### src/rtl/ctrlpim_pkg.sv
// Shared definitions for the PIM controller command path:
// op encodings, command field positions, dispatcher FSM states and the FIFO entry layout.
package ctrlpim_pkg;

  typedef enum logic [1:0] {
    OP_NOP   = 2'b00,
    OP_READ  = 2'b01,
    OP_WRITE = 2'b10,
    OP_MAGIC = 2'b11
  } mmpu_op_e;

  localparam int CMD_W       = 34;
  localparam int CMD_OP_HI   = 33;
  localparam int CMD_OP_LO   = 32;
  localparam int CMD_DEST_HI = 31;
  localparam int CMD_DEST_LO = 22;
  localparam int CMD_SRC1_HI = 21;
  localparam int CMD_SRC1_LO = 12;
  localparam int CMD_SRC2_HI = 11;
  localparam int CMD_SRC2_LO = 2;
  localparam int CMD_COL_BIT = 1;

  // Crossbar range fields are stored at the command address width.
  localparam int ENTRY_ADDR_W = 10;

  typedef enum logic {
    ST_IDLE  = 1'b0,
    ST_ISSUE = 1'b1
  } disp_state_e;

  typedef struct packed {
    logic [CMD_W-1:0]        cmd;
    logic [ENTRY_ADDR_W-1:0] cstart;
    logic [ENTRY_ADDR_W-1:0] cend;
  } fifo_entry_t;

endpackage

### src/rtl/mmpu_cmd_fifo.sv
// Synchronous command FIFO with combinational head read; DEPTH must be a power of two, >= 2.
// Push is ignored when full, pop is ignored when empty; both may occur in one cycle.
module mmpu_cmd_fifo #(
  parameter int DEPTH  = 8,
  parameter int DATA_W = 54
) (
  input  logic              clk,
  input  logic              reset_n,
  input  logic              push,
  input  logic              pop,
  input  logic [DATA_W-1:0] wdata,
  output logic [DATA_W-1:0] rdata,
  output logic              full,
  output logic              empty
);

  localparam int PTR_W = $clog2(DEPTH);
  localparam int CNT_W = PTR_W + 1;

  logic [DATA_W-1:0] mem_r [DEPTH];
  logic [PTR_W-1:0]  wr_ptr_r;
  logic [PTR_W-1:0]  rd_ptr_r;
  logic [CNT_W-1:0]  count_r;
  logic              push_ok_s;
  logic              pop_ok_s;

  assign full      = (count_r == CNT_W'(DEPTH));
  assign empty     = (count_r == CNT_W'(0));
  assign push_ok_s = push && !full;
  assign pop_ok_s  = pop && !empty;
  assign rdata     = mem_r[rd_ptr_r];

  // Entry storage; contents need no reset because occupancy gates every read.
  always_ff @(posedge clk) begin
    if (push_ok_s) begin
      mem_r[wr_ptr_r] <= wdata;
    end
  end

  // Pointers wrap naturally at the power-of-two depth; count tracks occupancy.
  always_ff @(posedge clk) begin
    if (!reset_n) begin
      wr_ptr_r <= PTR_W'(0);
      rd_ptr_r <= PTR_W'(0);
      count_r  <= CNT_W'(0);
    end else begin
      if (push_ok_s) begin
        wr_ptr_r <= wr_ptr_r + PTR_W'(1);
      end
      if (pop_ok_s) begin
        rd_ptr_r <= rd_ptr_r + PTR_W'(1);
      end
      case ({push_ok_s, pop_ok_s})
        2'b10:   count_r <= count_r + CNT_W'(1);
        2'b01:   count_r <= count_r - CNT_W'(1);
        default: count_r <= count_r;
      endcase
    end
  end

endmodule

### src/rtl/mmpu_cmd_dispatch.sv
// Expands queued mMPU commands into one crossbar operation per crossbar in [cstart, cend].
// Optional performance counters are enabled by defining MMPU_DISPATCH_PERF_EN.
module mmpu_cmd_dispatch
  import ctrlpim_pkg::*;
#(
  parameter int FIFO_DEPTH   = 8,
  parameter int NUM_CROSSBAR = 64,
  parameter int ADDR_W       = 10
) (
  input  logic              clk,
  input  logic              reset_n,
  input  logic              cmd_valid,
  input  logic [33:0]       cmd,
  input  logic [ADDR_W-1:0] cmd_cstart,
  input  logic [ADDR_W-1:0] cmd_cend,
  output logic              fifo_full,
  output logic              fifo_empty,
  output logic              busy,
  output logic              xbar_valid,
  input  logic              xbar_ready,
  output logic [ADDR_W-1:0] xbar_sel,
  output logic [1:0]        xbar_op,
  output logic [ADDR_W-1:0] xbar_dest,
  output logic [ADDR_W-1:0] xbar_src1,
  output logic [ADDR_W-1:0] xbar_src2,
  output logic              xbar_col
`ifdef MMPU_DISPATCH_PERF_EN
  ,
  output logic [31:0]       perf_issued,
  output logic [31:0]       perf_stall
`endif
);

  localparam logic [ADDR_W-1:0] XB_MAX = ADDR_W'(NUM_CROSSBAR - 1);

  disp_state_e       state_r;
  disp_state_e       state_nxt_s;
  fifo_entry_t       wdata_s;
  fifo_entry_t       head_s;
  logic              pop_s;
  logic              load_s;
  logic              adv_s;
  logic              valid_nxt_s;
  logic              hs_s;
  logic              last_s;
  logic              head_nop_s;
  logic [ADDR_W-1:0] head_start_s;
  logic [ADDR_W-1:0] head_end_s;
  logic [ADDR_W-1:0] start_eff_s;
  logic [ADDR_W-1:0] end_eff_s;
  logic [ADDR_W-1:0] end_load_s;
  logic [ADDR_W-1:0] idx_r;
  logic [ADDR_W-1:0] end_r;
  logic              valid_r;
  logic [1:0]        op_r;
  logic [ADDR_W-1:0] dest_r;
  logic [ADDR_W-1:0] src1_r;
  logic [ADDR_W-1:0] src2_r;
  logic              col_r;
  logic              unused_rsvd_s;

  // Pack the incoming command and its crossbar range into one FIFO entry.
  always_comb begin
    wdata_s        = '0;
    wdata_s.cmd    = cmd;
    wdata_s.cstart = ENTRY_ADDR_W'(cmd_cstart);
    wdata_s.cend   = ENTRY_ADDR_W'(cmd_cend);
  end

  mmpu_cmd_fifo #(
    .DEPTH  (FIFO_DEPTH),
    .DATA_W ($bits(fifo_entry_t))
  ) u_fifo (
    .clk     (clk),
    .reset_n (reset_n),
    .push    (cmd_valid),
    .pop     (pop_s),
    .wdata   (wdata_s),
    .rdata   (head_s),
    .full    (fifo_full),
    .empty   (fifo_empty)
  );

  assign unused_rsvd_s = head_s.cmd[0];
  assign head_nop_s    = (head_s.cmd[CMD_OP_HI:CMD_OP_LO] == OP_NOP);
  assign hs_s          = valid_r && xbar_ready;
  assign last_s        = (idx_r == end_r);
  assign busy          = (state_r != ST_IDLE) || !fifo_empty;

  // An inverted range collapses to a single operation at the clamped start.
  always_comb begin
    head_start_s = ADDR_W'(head_s.cstart);
    head_end_s   = ADDR_W'(head_s.cend);
    start_eff_s  = (head_start_s > XB_MAX) ? XB_MAX : head_start_s;
    end_eff_s    = (head_end_s > XB_MAX) ? XB_MAX : head_end_s;
    if (head_start_s > end_eff_s) begin
      end_load_s = start_eff_s;
    end else begin
      end_load_s = end_eff_s;
    end
  end

  // Next-state and pop/load decisions.
  always_comb begin
    state_nxt_s = state_r;
    pop_s       = 1'b0;
    load_s      = 1'b0;
    adv_s       = 1'b0;
    valid_nxt_s = valid_r;
    case (state_r)
      ST_IDLE: begin
        valid_nxt_s = 1'b0;
        if (!fifo_empty) begin
          pop_s = 1'b1;
          if (head_nop_s) begin
            state_nxt_s = ST_IDLE;
          end else begin
            load_s      = 1'b1;
            state_nxt_s = ST_ISSUE;
          end
        end else begin
          state_nxt_s = ST_IDLE;
        end
      end
      ST_ISSUE: begin
        // First ISSUE cycle after IDLE only raises valid on the freshly loaded operands.
        if (!valid_r) begin
          valid_nxt_s = 1'b1;
        end else if (hs_s) begin
          if (!last_s) begin
            adv_s = 1'b1;
          end else if (!fifo_empty && !head_nop_s) begin
            pop_s  = 1'b1;
            load_s = 1'b1;
          end else if (!fifo_empty) begin
            pop_s       = 1'b1;
            valid_nxt_s = 1'b0;
            state_nxt_s = ST_IDLE;
          end else begin
            valid_nxt_s = 1'b0;
            state_nxt_s = ST_IDLE;
          end
        end else begin
          valid_nxt_s = valid_r;
        end
      end
      default: begin
        valid_nxt_s = 1'b0;
        state_nxt_s = ST_IDLE;
      end
    endcase
  end

  // State, crossbar index and the registered operation presented to the array.
  always_ff @(posedge clk) begin
    if (!reset_n) begin
      state_r <= ST_IDLE;
      valid_r <= 1'b0;
      idx_r   <= ADDR_W'(0);
      end_r   <= ADDR_W'(0);
      op_r    <= 2'b00;
      dest_r  <= ADDR_W'(0);
      src1_r  <= ADDR_W'(0);
      src2_r  <= ADDR_W'(0);
      col_r   <= 1'b0;
    end else begin
      state_r <= state_nxt_s;
      valid_r <= valid_nxt_s;
      if (load_s) begin
        idx_r  <= start_eff_s;
        end_r  <= end_load_s;
        op_r   <= head_s.cmd[CMD_OP_HI:CMD_OP_LO];
        dest_r <= ADDR_W'(head_s.cmd[CMD_DEST_HI:CMD_DEST_LO]);
        src1_r <= ADDR_W'(head_s.cmd[CMD_SRC1_HI:CMD_SRC1_LO]);
        src2_r <= ADDR_W'(head_s.cmd[CMD_SRC2_HI:CMD_SRC2_LO]);
        col_r  <= head_s.cmd[CMD_COL_BIT];
      end else if (adv_s) begin
        idx_r <= idx_r + ADDR_W'(1);
      end
    end
  end

  assign xbar_valid = valid_r;
  assign xbar_sel   = idx_r;
  assign xbar_op    = op_r;
  assign xbar_dest  = dest_r;
  assign xbar_src1  = src1_r;
  assign xbar_src2  = src2_r;
  assign xbar_col   = col_r;

`ifdef MMPU_DISPATCH_PERF_EN
  logic [31:0] perf_issued_r;
  logic [31:0] perf_stall_r;

  // Saturating handshake and stall counters.
  always_ff @(posedge clk) begin
    if (!reset_n) begin
      perf_issued_r <= 32'h0000_0000;
      perf_stall_r  <= 32'h0000_0000;
    end else begin
      if (hs_s && (perf_issued_r != 32'hFFFF_FFFF)) begin
        perf_issued_r <= perf_issued_r + 32'h0000_0001;
      end
      if (valid_r && !xbar_ready && (perf_stall_r != 32'hFFFF_FFFF)) begin
        perf_stall_r <= perf_stall_r + 32'h0000_0001;
      end
    end
  end

  assign perf_issued = perf_issued_r;
  assign perf_stall  = perf_stall_r;
`endif

endmodule

### config.mk
export PLATFORM = sky130hd
export DESIGN_NAME = mmpu_cmd_dispatch
export DESIGN_NICKNAME = d
export VERILOG_FILES = /design/src/rtl/ctrlpim_pkg.sv /design/src/rtl/mmpu_cmd_fifo.sv /design/src/rtl/mmpu_cmd_dispatch.sv
export SDC_FILE = /design/constraint.sdc
export NUM_CORES = 1
export LEC_CHECK = 0
export BUFFER_PORTS_ARGS = -buffer_cell sky130_fd_sc_hd__buf_2
export CAP_MARGIN = 15
export CORE_MARGIN = 2
export CORE_UTILIZATION = 60
export CTS_BUF_LIST = sky130_fd_sc_hd__clkbuf_4
export DETAILED_ROUTE_END_ITERATION = 6
export PLACE_DENSITY_LB_ADDON = 0.12
export SETUP_SLACK_MARGIN = 0.3
export SLEW_MARGIN = 20
export SYNTH_ARGS = -nofsm -noshare
export SYNTH_HDL_FRONTEND = slang
export SYNTH_SLANG_ARGS = --single-unit
### constraint.sdc
create_clock -name clk -period 8.6 [get_ports clk]
set_input_delay 0.86 -clock clk [delete_from_list [all_inputs] [get_ports clk]]
set_output_delay 0.86 -clock clk [all_outputs]
set_load 0.01 [all_outputs]
# Yosys cells after proc, flatten, opt, wreduce, memory -nomap -nowiden
# Memories as Yosys holds them, arrays and structs flattened. A register that Yosys moved wholly into a read port is not among the register bits.
# Index checks and enable logic that the tools add are counted.
# word_totals
regBits,65
mem_bits_rw,432
out_inout_bits,47
elab_cells,70
n_memories,1
# classes
n_addsub,5
magnitude_cmp,3
eq_ne,4
n_mux,32
n_bitwise,1
n_reduce_logical,12
# mem_list
memory,words,width,read_ports,rd_ports_with_merged_regs,wr,line,rtl
u_fifo.mem_r,8,54,1,1,1,mmpu_cmd_fifo.sv:20,logic [DATA_W-1:0] mem_r [DEPTH];
# op_table
operator,n
two-way mux 10 bit,5
> comparator 10 x 6 -> 1 bit (second input constant),2
two-way mux 1 bit,20
adder 10 x 1 -> 10 bit (second input constant),1
== test 10 bit,1
> comparator 10 bit,1
case mux 1 bit (2 select lines),4
case mux 4 bit (2 select lines),1
adder 3 x 1 -> 3 bit (second input constant),2
two-way mux 3 bit,2
adder 4 x 1 -> 4 bit (second input constant),1
== test 4 bit (second input constant),1
logical AND 1 bit,4
zero test 4 bit,1
nonzero test 2 bit,2
subtractor 4 x 1 -> 4 bit (second input constant),1
zero test 1 bit,3
== test 2 x 1 -> 1 bit (second input constant),1
== test 2 bit (second input constant),1
zero test 2 bit,1
logical OR 1 bit,1
NOT 1 bit,1

# Longest topological paths before layout
# Gate-level depths: netlist of the first run.
# depth
depth_word,11
mapped_depth,16
depth_no_buf,13

# By module
# A second synthesis of the first run with hierarchy kept.
# unflattened
cells_unflattened,948
hier_area_um2,19449.9
# modules_own_cells
mod,instances,cells_each,area_per_inst_um2
mmpu_cmd_fifo,1,698,16905.0
mmpu_cmd_dispatch,1,250,2544.9

# Least setup slack after synthesis of the first run
# Ideal clock, no wire load.
# synth_timing
path_kind,input-to-reg
startpoint,input cmd_valid
endpoint,"memory u_fifo.mem_r[0][0], enable pin"
setup_time_ps,529
t_arrival_ps,4778
path_slack_ps,3292
path_stages,3
n_path_buf,0
path_cell_list,and2_1 -> nand2b_1 -> nor3_1
# synth_between
elab_chain_cells,3
# synth_rtl
element,line,rtl
"start, declared",mmpu_cmd_dispatch.sv:12,"input logic cmd_valid,"
logical AND 1 bit,mmpu_cmd_fifo.sv:29,assign push_ok_s = push && !full;
two-way mux 1 bit,mmpu_cmd_fifo.sv:35,if (push_ok_s) begin
two-way mux 1 bit (implied by the code),mmpu_cmd_fifo.sv:36,mem_r[wr_ptr_r] <= wdata;
"end, declared",mmpu_cmd_fifo.sv:20,
# No other way between the ends.

==> flow_metrics.py, run 1 <==
metrics = {
    "die": {
        "initial_core_util": 0.611,
        "core_area_um2": 31600,
        "dieWidth_um": 184,
        "die_area_um2": 33700,
        "boundaryPins": 105,
        "rows": 65,
        "die_y_um": 184,
    },
    "place": {
        "dp_hpwl_um": 20400,
        "dp_slack_ns": 3.97,
        "gp_congestion": 0.779,
        "port_buffers": 103,
    },
    "global_route": {
        "grt_pass1_vias": 10400,
        "grt_max_degree": 74,
        "grt_first_pass_wirelength_um": 57900,
        "grt_remaining_overflow": 0,
        "grt_util_all_layers": 0.232,
        "antenna_found_initial": 5,
    },
    "sta": {
        "grt_setup_unrepaired": "no",
        "hold_viol": 0,
        "period_needed_ns": 4.61,
        "period_share": 0.536,
        "worstMarginPinSlew_ns": 1.03,
        "fin_worst_skew_ns": 0.0436,
        "fin_tns_setup_ns": 0,
        "slew_violations": 0,
        "relSlewSlack": 0.312,
        "worst_slack_ns": 3.99,
        "fmax_ghz": 0.217,
        "setup_viol": 0,
    },
    "worst_setup_path": {
        "critPathMaxFanout": 32,
        "endpoint_kind": "flip-flop",
        "arrival_ns": 5.29,
        "path_class": "flip-flop to flip-flop",
        "required_ns": 9.28,
        "worstSetupStartpointType": "flip-flop",
    },
    "clock_tree": {
        "cts.path.max_buffers": 3,
        "hold_buffers": 0,
        "clockRootBuffer": "clkbuf_4",
        "htree_levels": 3,
        "cts_resized": 0,
        "cts_tree": "built",
        "insertion_delay_ns": 0.80,
        "cts_buffers": 119,
        "cts_sinks": 492,
        "clk_pin_slew_worst_paths_ns": 0.07,
        "post_cts_buffers": 0,
    },
    "finish": {
        "final_cell_mix": "edfxtp_1, clkbuf_4, buf_2",
        "fillers": 2135,
        "final_common_cell": "edfxtp_1",
        "drive_gt1_frac": 0.340,
        "nets": 1317,
        "multiInputGateArea_um2": 4940,
        "regArea_um2": 14100,
        "syn_to_final_growth_pct": 13.0,
        "utilization": 0.690,
    },
    "power_and_ir_drop": {
        "powerDensity_nw_per_um2": 298,
        "leakagePower_nw": 7.74,
        "p_total_mw": 6.52,
        "vdd_ir_drop_max_uv": 258,
    },
    "yosys": {
        "synth_area_um2": 19300,
        "synth_edf_count": 424,
        "ys_types": 59,
        "synthTopCellsByArea": "edfxtp_1, mux4_2, dfxtp_1",
        "synthFlopType": "edfxtp_1",
        "synth_top_area_frac": 0.659,
        "async_flop_share": 0,
        "synth_top_area_cell": "edfxtp_1",
        "ys_seq_area_frac": 0.729,
        "synth-seq-cells": 492,
        "yosysWarnings": 0,
        "synthCells": 1055,
        "syn_avg_cell_area_um2": 18.3,
    },
    "drt": {
        "wirelength_um": 37600,
        "vias": 10300,
        "vias_per_cell": 5.87,
        "ant_nets": 0,
        "wl_per_cell_um": 21.5,
        "drc": 0,
        "drt_first_pass_iters": 5,
        "first_iter_violations": 836,
    },
    "job": {
        "max_cap_viol_count": 0,
    },
    "hold_path": {
        "min-delay-start": "cmd_cstart[2]",
        "min_path_type": "primary input to flip-flop",
    },
    "status": {
        "status": "completed",
    },
}
==> synthesized netlist by cell type, types with 16 or more instances <==
cell,instances
ha_1,16
and2_1,16
mux4_2,82
buf_2,28
o21ai_0,17
mux2_2,27
nand2_1,52
edfxtp_1,424
a211oi_1,16
nor3_1,32
nor2_1,24
o211a_1,31
dfxtp_1,68
mux2i_1,46
==> worst max-delay path, cell delays in order, from the launching register on <==
cell and delay, ns:
dfxtp_4 0.69, buf_4 0.63, nor2_1 0.36, o31ai_1 0.18, o22ai_1 0.11, or3_1 0.48, nor2_2 0.22, and2_1 0.16
ha_1 0.25, a21oi_1 0.15, o21ai_0 0.14, a2111oi_2 0.63, or2_2 0.28, o31ai_1 0.08, o21ai_0 0.16
==> metal layers <==
layer,up-vias,share of wire,global-route usage
met5,-,0.00072,0
met3,64,0.062,0.0600
li1,4696,-,-
met4,4,0.018,0.0714
met1,5187,0.43,0.315
met2,307,0.49,0.375
==> per-stage QoR <==
stage | cell area [um^2] | instances | hold slack (ns)
final | 21800 | 1748 | 0.325
after global routing | 21800 | 1747 | 0.262
after CTS | 21800 | 1745 | 0.248
after detailed placement | 20200 | 1523 | 0.452
after global placement | 20200 | 1523 | 0.451
after floorplan | 19300 | 1058 | 0.434
==> registers in the layout, summed over array words and instances, names as in the netlist, 2 cells and up, named ones only <==
name / flops
end_r: 10
u_fifo.count_r: 4
u_fifo.mem_r: 424
u_fifo.rd_ptr_r: 3
u_fifo.wr_ptr_r: 3
xbar_dest: 10
xbar_op: 2
xbar_sel: 10
xbar_src1: 10
xbar_src2: 10
==> cell type report <==
| cell class | instances | share of cell area |
|---|---|---|
| Tap cell | 402 | 0.0230 |
| Antenna cell | 3 | 0.000344 |
| Inverter | 13 | 0.00223 |
| Clock buffer | 204 | 0.0701 |
| Sequential cell | 492 | 0.646 |
| Clock inverter | 18 | 0.00395 |
| Multi-Input combinational cell | 499 | 0.226 |
| Timing Repair Buffer | 117 | 0.0284 |
==> cell families (layout without fill, tap and decap cells) <==
| logic type | after synthesis | in the layout | synth area share |
|---|---|---|---|
| other cells | 1 | 7 | 0.000194 |
| flops | 492 | 492 | 0.729 |
| simple gates | 184 | 184 | 0.0487 |
| xor+xnor | 23 | 23 | 0.0104 |
| fa+ha+maj | 17 | 17 | 0.0114 |
| mux | 156 | 156 | 0.136 |
| buf+inv | 67 | 352 | 0.0189 |
| compound gates | 115 | 115 | 0.0458 |
==> path summary, 6_finish.rpt <==
check                                            to  cells past startpoint  slack (ns)
worst max-delay path                       end_r[0]                     14        3.99
worst min-delay path            u_fifo.mem_r[6][12]                      1        0.32
worst max register to register             end_r[0]                     14        3.99
worst min register to register           xbar_valid                      2        0.48
==> power by group <==
group | total (mW) | internal, mW | switching, mW
Sequential | 2.97 | 2.80 | 0.166
Combinational | 1.61 | 0.722 | 0.885
Clock | 1.94 | 1.06 | 0.877
(Power assumes the default switching activity.)
==> run 2, diff against run 1 <==
clock period = 4.5 ns   (was 8.6 ns; I/O delays follow)
==> flow_metrics.py, run 2 (synthesized netlist as in run 1, its figures left out) <==
metrics = {
    "drt": {
        "drc": 0,
        "ant_nets": 0,
        "drt_first_pass_iters": 5,
        "first_iter_violations": 762,
        "vias": 10500,
        "wirelength_um": 37900,
        "wl_per_cell_um": 20.9,
        "vias_per_cell": 5.80,
    },
    "worst_setup_path": {
        "critPathMaxFanout": 47,
        "rrSetupSlack_ns": 0.58,
        "arrival_ns": 4.56,
        "worstRegToRegCells": 10,
        "reg2reg_to": "end_r[5]",
        "worstSetupStartpointType": "flip-flop",
        "required_ns": 5.14,
        "endpoint_kind": "flip-flop",
        "path_class": "flip-flop to flip-flop",
    },
    "clock_tree": {
        "cts.path.max_buffers": 3,
        "htree_levels": 3,
        "cts_buffers": 120,
        "clockRootBuffer": "clkbuf_4",
        "insertion_delay_ns": 0.79,
        "cts_sinks": 492,
        "cts_tree": "built",
        "clk_pin_slew_worst_paths_ns": 0.07,
    },
    "hold_path": {
        "min-delay-start": "reset_n",
        "worstHoldPathCells": 2,
        "min_path_type": "primary input to flip-flop",
        "hold_path_end": "xbar_dest[4]",
    },
    "finish": {
        "utilization": 0.711,
        "drive_gt1_frac": 0.320,
        "syn_to_final_growth_pct": 16.4,
        "fillers": 2049,
        "final_cell_mix": "edfxtp_1, clkbuf_4, buf_2",
        "final_cells": 1813,
        "largest_register_ffs": 424,
        "regMostFlops": "u_fifo.mem_r",
        "nets": 1379,
        "final_common_cell": "edfxtp_1",
    },
    "sta": {
        "hold_viol": 0,
        "worstMarginPinSlew_ns": 0.941,
        "setup_viol": 0,
        "fin_worst_skew_ns": 0.0406,
        "grt_setup_unrepaired": "no",
        "period_share": 0.871,
        "fmax_ghz": 0.255,
        "fin_tns_setup_ns": 0,
        "relSlewSlack": 0.373,
        "period_needed_ns": 3.92,
        "slew_violations": 0,
    },
    "die": {
        "core_area_um2": 31600,
        "dieWidth_um": 184,
        "boundaryPins": 105,
        "die_area_um2": 33700,
        "initial_core_util": 0.611,
        "rows": 65,
        "die_y_um": 184,
    },
    "global_route": {
        "grt_remaining_overflow": 0,
        "grt_util_all_layers": 0.234,
        "grt_max_degree": 68,
        "grt_first_pass_wirelength_um": 59100,
        "antenna_found_initial": 2,
        "grt_pass1_vias": 10900,
    },
    "power_and_ir_drop": {
        "powerDensity_nw_per_um2": 554,
        "vdd_ir_drop_max_uv": 471,
        "leakagePower_nw": 7.99,
    },
    "place": {
        "gp_congestion": 0.798,
        "dp_hpwl_um": 20500,
        "port_buffers": 103,
        "place_inst": 1530,
    },
    "status": {
        "status": "completed",
    },
    "job": {
        "max_cap_viol_count": 0,
    },
}
[run 2: cell count changes in the layout (fill, tap and decap cells not counted), moves of 2 or more]
cell	change
clkinv_1	+21
buf_12	+6
clkinv_2	+10
inv_6	-2
nor3_4	+2
dlygate4sd3_1	+54
clkbuf_4	-24
buf_6	+2
[run 2: layer usage]
metal,GRT usage,up-vias,share of wire
met4,0.0950,0,0.022
met2,0.370,302,0.48
met1,0.322,5308,0.44
li1,-,4839,-
met5,0,-,0
met3,0.0499,66,0.049
[run 2: where the power goes]
part	switching, mW	internal (mW)
Sequential	0.253	5.36
Clock	1.70	1.84
Combinational	1.81	1.50
[run 2: layout make-up]
cell class / count / area (um^2) / area share
well taps: 402 / 503 / 0.0224
multi-input cells: 499 / 4990 / 0.222
repair buffers: 178 / 1300 / 0.0576
flip-flops and latches: 492 / 14100 / 0.627
diodes: 2 / 5.00 / 0.000222
inverters: 13 / 48.8 / 0.00217
clock buffers: 180 / 1350 / 0.0601
clock inverters: 47 / 203 / 0.00901
[run 2: repair_timing]
item,in CTS,in global routing
resized for setup,0,8
hold buffers,54,0
setup buffers,0,0
hold endpoints to repair,425,0
setup endpoints to repair,0,6
[run 2: critical path, stage by stage, from the launching register on]
cell and delay, ns:
dfxtp_4 0.69, buf_6 0.51, mux2_2 0.42, mux4_2 0.47
ha_1 0.31, nand4_1 0.15, a211oi_1 0.36, a2111oi_4 0.13
or2_2 0.38, o31ai_1 0.23, o21ai_0 0.10
[run 2: per-stage QoR]
stage                     power, mW  instance area, um^2  setup WS (ns)  hold slack [ns]
after floorplan                8.12                19400          0.925            0.434
after global placement         8.91                20400          0.454            0.452
after detailed placement       8.98                20400          0.388            0.452
after CTS                      12.6                22500          0.330           0.0250
after global routing           13.2                22500          0.317           0.0598
final                          12.5                22500          0.582            0.123
[run 2: how the worst max path moves through the flow]
stage	startpoint	endpoint	slack, ns	cells after the start
final	flip-flop	end_r[5]	0.58	10
after global routing	flip-flop	end_r[5]	0.32	13
after CTS	flip-flop	end_r[5]	0.33	13
after detailed placement	flip-flop	end_r[5]	0.39	13
after global placement	flip-flop	end_r[0]	0.45	13
after floorplan	flip-flop	end_r[2]	0.92	16
